===== src/rtl/eip_pkg.sv =====
// Shared types and constants for the EIP redirect unit: FSM state encoding,
// default reset EIP and condition-flag bit positions.
package eip_pkg;

    typedef enum logic [1:0] {
        RUN    = 2'd0,
        HOLD   = 2'd1,
        SQUASH = 2'd2
    } eip_state_e;

    localparam logic [31:0] DEFAULT_RESET_EIP = 32'h0000_0000;

    localparam int FLAG_CF = 0;
    localparam int FLAG_ZF = 1;

endpackage


===== src/rtl/eip_cond_eval.sv =====
// Combinational evaluation of a writeback control transfer: checks the masked
// flag condition and picks the resulting target, truncating to 16 bits if asked.
module eip_cond_eval #(
    parameter int AW    = 32,
    parameter int NFLAG = 2
) (
    input  logic [NFLAG-1:0] cond_mask_i,
    input  logic [NFLAG-1:0] flags_i,
    input  logic [NFLAG-1:0] expected_i,
    input  logic [AW-1:0]    tgt_a_i,
    input  logic [AW-1:0]    tgt_b_i,
    input  logic             tgt_sel_i,
    input  logic [AW-1:0]    eip_next_i,
    input  logic             size16_i,
    output logic             cond_met_o,
    output logic [AW-1:0]    tgt_o
);

    // Unmasked flags never block the condition, so an all-zero mask is met.
    always_comb begin
        cond_met_o = 1'b1;
        for (int i = 0; i < NFLAG; i++) begin
            cond_met_o = cond_met_o & (~cond_mask_i[i] | (flags_i[i] ~^ expected_i[i]));
        end
    end

    always_comb begin
        tgt_o = cond_met_o ? (tgt_sel_i ? tgt_b_i : tgt_a_i) : eip_next_i;
        if (size16_i) begin
            for (int i = 16; i < AW; i++) begin
                tgt_o[i] = 1'b0;
            end
        end
    end

endmodule


===== src/rtl/eip_redirect_unit.sv =====
// Architectural EIP register with writeback override and fetch redirect FSM.
// Optional feature: define EIP_MISPRED_CNT_EN to add the mispred_cnt counter.
module eip_redirect_unit
    import eip_pkg::*;
#(
    parameter int            AW         = 32,
    parameter int            NFLAG      = 2,
    parameter int            SQUASH_CYC = 2,
    parameter logic [AW-1:0] RESET_EIP  = AW'(DEFAULT_RESET_EIP)
) (
    input  logic             clk,
    input  logic             rst,
    input  logic             de_valid,
    input  logic             de_stall,
    input  logic [AW-1:0]    de_eip_next,
    input  logic             wb_valid,
    input  logic             wb_eip_change,
    input  logic [AW-1:0]    wb_tgt_a,
    input  logic [AW-1:0]    wb_tgt_b,
    input  logic             wb_tgt_sel,
    input  logic [AW-1:0]    wb_eip_next,
    input  logic [NFLAG-1:0] wb_cond_mask,
    input  logic [NFLAG-1:0] wb_flags,
    input  logic [NFLAG-1:0] wb_expected,
    input  logic             wb_size16,
    input  logic             fe_ready,
    output logic [AW-1:0]    eip,
    output logic [1:0]       ld_eip,
    output logic             fe_redirect_valid,
    output logic [AW-1:0]    fe_redirect_eip,
    output logic             squash,
    output logic             busy
`ifdef EIP_MISPRED_CNT_EN
    ,
    output logic [31:0]      mispred_cnt
`endif
);

    localparam logic [3:0] SQ_LOAD = 4'(SQUASH_CYC - 1);

    eip_state_e    state_q, state_d;
    logic [3:0]    cnt_q, cnt_d;
    logic [AW-1:0] eip_q, eip_d;
    logic [AW-1:0] redir_q, redir_d;
    logic          cond_met;
    logic [AW-1:0] tgt;
    logic          wb_ld;
    logic          de_ld;

    eip_cond_eval #(
        .AW    (AW),
        .NFLAG (NFLAG)
    ) u_cond_eval (
        .cond_mask_i (wb_cond_mask),
        .flags_i     (wb_flags),
        .expected_i  (wb_expected),
        .tgt_a_i     (wb_tgt_a),
        .tgt_b_i     (wb_tgt_b),
        .tgt_sel_i   (wb_tgt_sel),
        .eip_next_i  (wb_eip_next),
        .size16_i    (wb_size16),
        .cond_met_o  (cond_met),
        .tgt_o       (tgt)
    );

    // Outside RUN every incoming instruction is wrong-path, so loads are gated.
    assign wb_ld = wb_valid & wb_eip_change & (state_q == RUN);
    assign de_ld = de_valid & ~de_stall & (state_q == RUN) & ~wb_ld;

    always_comb begin
        state_d = state_q;
        cnt_d   = cnt_q;
        eip_d   = eip_q;
        redir_d = redir_q;

        case (state_q)
            RUN: begin
                if (wb_ld) begin
                    state_d = HOLD;
                end
            end
            HOLD: begin
                if (fe_ready) begin
                    if (SQUASH_CYC == 0) begin
                        state_d = RUN;
                    end else begin
                        state_d = SQUASH;
                        cnt_d   = SQ_LOAD;
                    end
                end
            end
            SQUASH: begin
                if (cnt_q == 4'd0) begin
                    state_d = RUN;
                end else begin
                    cnt_d = cnt_q - 4'd1;
                end
            end
            default: begin
                state_d = RUN;
            end
        endcase

        if (wb_ld) begin
            eip_d   = tgt;
            redir_d = tgt;
        end else if (de_ld) begin
            eip_d = de_eip_next;
        end
    end

    always_ff @(posedge clk) begin
        if (rst) begin
            state_q <= RUN;
            cnt_q   <= 4'd0;
            eip_q   <= RESET_EIP;
            redir_q <= '0;
        end else begin
            state_q <= state_d;
            cnt_q   <= cnt_d;
            eip_q   <= eip_d;
            redir_q <= redir_d;
        end
    end

    assign eip               = eip_q;
    assign ld_eip            = {wb_ld, de_ld};
    assign fe_redirect_valid = (state_q == HOLD);
    assign fe_redirect_eip   = redir_q;
    assign squash            = (state_q != RUN);
    assign busy              = (state_q != RUN);

`ifdef EIP_MISPRED_CNT_EN
    logic [31:0] mispred_q;

    // A mispredict is a conditional transfer (non-empty mask) that fell through.
    always_ff @(posedge clk) begin
        if (rst) begin
            mispred_q <= 32'd0;
        end else if (wb_ld && (|wb_cond_mask) && !cond_met && (mispred_q != 32'hFFFF_FFFF)) begin
            mispred_q <= mispred_q + 32'd1;
        end
    end

    assign mispred_cnt = mispred_q;
`else
    logic unused_cond_met;
    assign unused_cond_met = cond_met;
`endif

endmodule


===== config.mk =====
export PLATFORM = sky130hd
export DESIGN_NAME = eip_redirect_unit
export DESIGN_NICKNAME = d
export VERILOG_FILES = /design/src/rtl/eip_pkg.sv /design/src/rtl/eip_cond_eval.sv /design/src/rtl/eip_redirect_unit.sv
export SDC_FILE = /design/constraint.sdc
export NUM_CORES = 1
export LEC_CHECK = 0
export ABC_CLOCK_PERIOD_IN_PS = 2200
export BUFFER_PORTS_ARGS = -buffer_cell sky130_fd_sc_hd__buf_2
export CORE_UTILIZATION = 45
export CTS_CLUSTER_DIAMETER = 200
export DETAILED_ROUTE_END_ITERATION = 10
export GPL_TIMING_DRIVEN = 0
export HOLD_SLACK_MARGIN = 0.08
export PLACE_DENSITY = 0.8
export RECOVER_POWER = 100
export SYNTH_ARGS = -nofsm -noshare
export SYNTH_HDL_FRONTEND = slang
export SYNTH_SLANG_ARGS = --single-unit

===== constraint.sdc =====
create_clock -name clk -period 2.2 [get_ports clk]
set_input_delay 0 -clock clk [delete_from_list [all_inputs] [get_ports clk]]
set_output_delay 0 -clock clk [all_outputs]
set_load 0.01 [all_outputs]

==> results.sh, run 1 <==
export IMPL_status="complete, no violations"
export IMPL_drc_errors=0
export IMPL_yosys_warnings=0
export IMPL_clock_latency_ns=0.34
export IMPL_synth_top_cell_area_share=0.3731
export IMPL_sw_frac_of_total=0.2905
export IMPL_synth_area_top_cells="dfxtp_1 37%, mux2_2 9.9%, mux2i_1 8.8%, nand2_1 6.8%, a211oi_1 6.0%"
export IMPL_grt_start_max_net_pins=12
export IMPL_internal_power_w=0.002437
export IMPL_cp_max_fo=10
export IMPL_wire_per_inst_um=16.89
export IMPL_whs_path_depth=4
export IMPL_min_from="wb_eip_next[0]"
export IMPL_gp_congestion=0.9408
export IMPL_post_cts_resized=0
export IMPL_yosysTopAreaCell="dfxtp_1"
export IMPL_finalSetupTns_ns=0
export IMPL_end_kind="output pin"
export IMPL_grt_setup_unrepaired="no"
export IMPL_antenna_found_initial=0
export IMPL_post_route_period_util=0.9213
export IMPL_arrival_ns=2.03
export IMPL_finalClockSkew_ns=0.008322
export IMPL_timing_hold_ws_ns=0.09232
export IMPL_setup_viol=0
export IMPL_reg2reg_depth=5
export IMPL_cts_sinks=70
export IMPL_drt_iter0_markers=145
export IMPL_fp_dieW_um=93.36
export IMPL_ys_flop_type="dfxtp_1"
export IMPL_tritoncts="built"
export IMPL_ir_worst_vdd_mv=0.3681
export IMPL_grt_pass1_wl_um=21410
export IMPL_max_freq_mhz=493.3
export IMPL_syn_to_final_growth_pct=46.37
export IMPL_async_flop_share=0
export IMPL_finalCriticalPeriod_ns=2.027
export IMPL_die_y_um=93.36
export IMPL_syn_area_per_cell_sq_um=8.537
export IMPL_ys_types=36
export IMPL_synth_seq_cells=70
export IMPL_grt_pass1_vias=4659
export IMPL_r2r_end="eip[4]"
export IMPL_clk_pin_slew_ns=0.08
export IMPL_maxCapViolCount=0
export IMPL_start_util=0.4762
export IMPL_drt_pass1_iter_count=5
export IMPL_finalNetCount=848
export IMPL_p_per_area_nw_per_um2=624.7
export IMPL_crit_path_start_kind="flop"
export IMPL_hpwl_um=9729
export IMPL_hold_viol=0
export IMPL_syn_num_nets=584
export IMPL_combPwrFrac=0.251
export IMPL_track_usage=0.3176
export IMPL_ant_nets=0
export IMPL_switching_power_w=0.0009976
export IMPL_leakagePower_nw=2.291
export IMPL_r2r_setup_slack_ns=0.21
export IMPL_syn_area_sq_um=3756
export IMPL_cts_made_buffers=9
export IMPL_clock_power_share=0.336
export IMPL_synth_edf_count=0
export IMPL_core_area_sq_um=7888
export IMPL_via_per_inst=5.539
export IMPL_dieArea_sq_um=8716
export IMPL_io_buffer_count=209
export IMPL_root_buffer="clkbuf_8"
export IMPL_grt_ovfl_total=0
export IMPL_yosysSeqAreaShare=0.3731
export IMPL_seqPwrFrac=0.413
export IMPL_crit_path_start="state_q[1]"
export IMPL_io_pin_count=212
export IMPL_h_tree_depth=3
export IMPL_slew_headroom=0.6189
export IMPL_wl_um=13700
export IMPL_finalMaxSlewViolations=0
export IMPL_post_cts_buffers=0
export IMPL_cts_buffer_depth=2
export IMPL_reg2reg_from="state_q[1]"
export IMPL_min_to="fe_redirect_eip[0]"
export IMPL_vias=4492
export IMPL_critPathRequiredTime_ns=2.20
export IMPL_fp_row_count=32
export IMPL_layout_drive_gt1_share=0.3032
export IMPL_tightest_slew_ns=0.5716
export IMPL_critical_path_class="flop to output pin"
export IMPL_hold_path_class="input port to flop"
export IMPL_num_antenna_cells=0
export IMPL_synthCells=440
[layout by cell type, fill, tap and decap left out, types with 3 or more instances in the layout]
cell type | netlist | final
a21oi_1 | 36 | 36
nor3b_1 | 17 | 17
mux2_2 | 33 | 30
nand2_1 | 68 | 68
inv_1 | 3 | 3
clkbuf_1 | 18 | 89
dlygate4sd3_1 | 0 | 45
o21ai_0 | 33 | 33
mux2i_1 | 33 | 33
nor2_1 | 35 | 35
mux2_1 | 0 | 3
dfxtp_1 | 70 | 70
clkbuf_8 | 0 | 10
a211oi_1 | 30 | 30
nor3_1 | 17 | 17
buf_4 | 10 | 10
buf_2 | 8 | 147
buf_8 | 3 | 3
[synth_stat cells, types with 2 or more instances]
library cell	n
buf_2	8
a21oi_1	36
clkbuf_1	18
xor2_1	2
nor2_1	35
o21ai_0	33
nand2_1	68
a211oi_1	30
buf_4	10
buf_6	3
dfxtp_1	70
a211oi_2	2
nor3_1	17
mux2_2	33
nor3b_1	17
mux2i_1	33
buf_8	3
o211ai_1	2
inv_1	3
[how the worst max path moves through the flow]
stage | end | slack [ns]
floorplan | cnt_q[3] | 0.62
global placement | eip[28] | 0.38
detailed placement | fe_redirect_eip[30] | 0.27
CTS | ld_eip[0] | 0.06
global route | fe_redirect_eip[11] | 0.08
finish | ld_eip[1] | 0.17
[cell families (layout without fill, tap and decap cells)]
group	after synthesis	count (layout)	synth area share
flip-flops	70	70	0.3731
adder cells (fa/ha/maj)	1	1	0.003331
AO/OA/AOI/OAI	107	107	0.1716
AND/OR/NAND/NOR	146	146	0.1832
XOR/XNOR	2	2	0.004664
buffers and inverters	48	317	0.07728
multiplexers	66	66	0.1869
[critical path: stages (launching register included)]
cell and delay, ns:
dfxtp_1 0.51, nand4bb_1 0.20, buf_4 0.20, clkinvlp_2 0.25
buf_4 0.26, buf_4 0.13, clkbuf_1 0.13
[through the flow]
| step | instance area (sq um) | util | cells | setup WS, ns | power (W) |
|---|---|---|---|---|---|
| global placement | 4930 | 0.6250 | 751 | 0.3812 | 0.002226 |
| global route | 5498 | 0.6970 | 811 | 0.07796 | 0.003576 |
| floorplan | 3756 | - | 440 | 0.6176 | 0.001916 |
| CTS | 5595 | 0.7094 | 812 | 0.06432 | 0.003437 |
| finish | 5498 | 0.6970 | 811 | 0.1730 | 0.003435 |
| detailed placement | 4930 | 0.6250 | 751 | 0.2746 | 0.002254 |
[flip-flops by register name, indices dropped and copies added (netlist names)]
signal / flops
eip: 32
fe_redirect_eip: 32
state_q: 2
cnt_q: 4
[power groups by stage]
stage	clock network [W]	logic (W)	registers [W]
after floorplan	0	0.000436	0.00148
after global placement	0	0.000787	0.00144
after detailed placement	0	0.000811	0.00144
after CTS	0.00114	0.000879	0.00141
after global routing	0.00121	0.000935	0.00143
final	0.00115	0.000864	0.00142
[timing repair]
action | CTS | global route
setup endpoints to repair | 0 | 1
hold endpoints to repair | 44 | 0
hold buffers | 45 | 0
[routing by layer]
| layer | global-route usage | part of all wire | vias up |
|---|---|---|---|
| li1 | - | - | 2078 |
| met1 | 0.3522 | 0.38 | 2117 |
| met2 | 0.5637 | 0.51 | 239 |
| met3 | 0.06179 | 0.067 | 58 |
| met4 | 0.1821 | 0.043 | 0 |
| met5 | 0 | 0 | - |
[layout make-up]
class	count	area, sq um
fillers	666	2390
well taps	102	127.6
repair buffers	254	1411
inverters	4	16.27
clock buffers	12	145.1
plain buffers	43	261.5
clock inverters	4	70.07
flip-flops and latches	70	1401
multi-input cells	322	2064
(Power assumes the default switching activity.)
==> run 2, diff against run 1 <==
Settings changed: ABC_CLOCK_PERIOD_IN_PS 2200 to 1900, RECOVER_POWER 100 to 50.
Clock period 2.2 ns to 1.9 ns, I/O delays scaled along.
==> run 2 against run 1 <==
  * Sequential share of layout area shrank 0.14 points
  * Design area grew 0.66%
  * Sequential power grew 15%
  * Clock skew grew 0.0039 ns
  * Power grew 16%
  * Non-clock buffer count grew 1
  * Utilization grew 0.46 points
  * Wire length grew 0.14%
  * Critical endpoint is now eip[13]
==> results.sh, run 2 (synthesized netlist as in run 1, its figures left out) <==
export IMPL_io_pin_count=212
export IMPL_grt_pass1_wl_um=21380
export IMPL_drt_iter0_markers=176
export IMPL_cts_buffer_depth=2
export IMPL_layout_drive_gt1_share=0.3211
export IMPL_post_cts_buffers=0
export IMPL_crit_path_start_kind="flop"
export IMPL_max_freq_mhz=542.0
export IMPL_finalPower_w=0.003980
export IMPL_ir_worst_vdd_mv=0.4332
export IMPL_track_usage=0.3170
export IMPL_grt_ovfl_total=0
export IMPL_post_route_period_util=0.9710
export IMPL_core_area_sq_um=7888
export IMPL_hpwl_um=9729
export IMPL_status="complete, no violations"
export IMPL_start_util=0.4762
export IMPL_hold_path_class="input port to flop"
export IMPL_drt_pass1_iter_count=5
export IMPL_tritoncts="built"
export IMPL_setup_viol=0
export IMPL_sw_frac_of_total=0.2885
export IMPL_cts_sinks=70
export IMPL_finalClockSkew_ns=0.01224
export IMPL_dieArea_sq_um=8716
export IMPL_cp_max_fo=16
export IMPL_tightest_slew_ns=0.5762
export IMPL_finalNetCount=849
export IMPL_leakagePower_nw=2.330
export IMPL_slew_headroom=0.6159
export IMPL_critical_path_class="flop to flop"
export IMPL_clock_latency_ns=0.34
export IMPL_fp_row_count=32
export IMPL_switching_power_w=0.001148
export IMPL_post_place_ws_ns=-0.02542
export IMPL_root_buffer="clkbuf_8"
export IMPL_timing_hold_ws_ns=0.09144
export IMPL_finalMaxSlewViolations=0
export IMPL_layout_common_cells="151 x buf_2, 81 x clkbuf_1, 69 x dfxtp_1"
export IMPL_fp_dieW_um=93.36
export IMPL_wl_um=13710
export IMPL_grt_pass1_vias=4652
export IMPL_worst_slack_ns=0.05506
export IMPL_internal_power_w=0.002832
export IMPL_wire_per_inst_um=16.89
export IMPL_seqPwrFrac=0.412
export IMPL_maxCapViolCount=0
export IMPL_io_buffer_count=209
export IMPL_drc_errors=0
export IMPL_p_per_area_nw_per_um2=719.2
export IMPL_die_y_um=93.36
export IMPL_grt_start_max_net_pins=17
export IMPL_vias=4464
export IMPL_antenna_found_initial=0
export IMPL_num_antenna_cells=0
export IMPL_critPathRequiredTime_ns=2.10
export IMPL_h_tree_depth=3
export IMPL_gp_congestion=0.9408
export IMPL_finalCriticalPeriod_ns=1.845
export IMPL_arrival_ns=2.04
export IMPL_ant_nets=0
export IMPL_hold_viol=0
export IMPL_combPwrFrac=0.255
export IMPL_via_per_inst=5.498
export IMPL_clk_pin_slew_ns=0.08
export IMPL_final_common_cell="buf_2"
export IMPL_syn_to_final_growth_pct=47.34
export IMPL_clock_power_share=0.333
export IMPL_cts_made_buffers=9
export IMPL_end_kind="flop"
==> run 2: what timing repair did <==
| item | 4_1_cts | 5_1_grt |
|---|---|---|
| endpoints found under the setup margin | 6 | 28 |
| gates resized for setup | 1 | 11 |
| cloned | 0 | 0 |
| hold buffers | 45 | 1 |
| endpoints found under the hold margin | 44 | 1 |
| pin swaps | 0 | 0 |
==> run 2: cell type report <==
class                   count  area [sq um]
fillers                   662          2354
well taps                 102         127.6
multi-input cells         322          2069
repair buffers            255          1424
clock buffers              12         145.1
inverters                   4         16.27
clock inverters             4         70.07
plain buffers              43         279.0
flip-flops and latches     70          1403
==> run 2: power groups by stage <==
| stage | Sequential [W] | Combinational, W | Clock, W |
|---|---|---|---|
| floorplan | 0.00171 | 0.000505 | 0 |
| global placement | 0.00167 | 0.000911 | 0 |
| detailed placement | 0.00167 | 0.000940 | 0 |
| CTS | 0.00164 | 0.00102 | 0.00132 |
| global route | 0.00165 | 0.00110 | 0.00141 |
| finish | 0.00164 | 0.00101 | 0.00133 |
==> run 2: per-stage QoR <==
step,instance area [sq um],std cells,TNS [ns],util
after floorplan,3756,440,0,-
after global placement,4930,751,0,0.6250
after detailed placement,4930,751,-0.05691,0.6250
after CTS,5593,811,0,0.7091
after global routing,5534,812,-0.0004659,0.7016
final,5534,812,0,0.7016
==> run 2: final timing paths <==
path                       start             endpoint  slack [ns]  depth (start not counted)
max                   state_q[0]              eip[13]        0.06                          6
min               wb_eip_next[0]   fe_redirect_eip[0]        0.09                          4
max reg2reg           state_q[0]              eip[13]        0.06                          6
min reg2reg  fe_redirect_eip[26]  fe_redirect_eip[26]        0.46                          2
==> run 2: metal layers <==
metal | track usage | wire (um) | up-vias
met3 | 0.06179 | 900 | 62
met5 | 0 | 0 | -
li1 | - | - | 2078
met2 | 0.5637 | 6940 | 235
met4 | 0.1795 | 593 | 0
met1 | 0.3512 | 5279 | 2089
==> run 2: worst max-delay path: stages (launching register included) <==
cell,delay [ns]
dfxtp_1,0.31
buf_6,0.13
or4b_4,0.52
buf_8,0.18
clkbuf_1,0.22
o21ai_0,0.24
a211oi_1,0.10
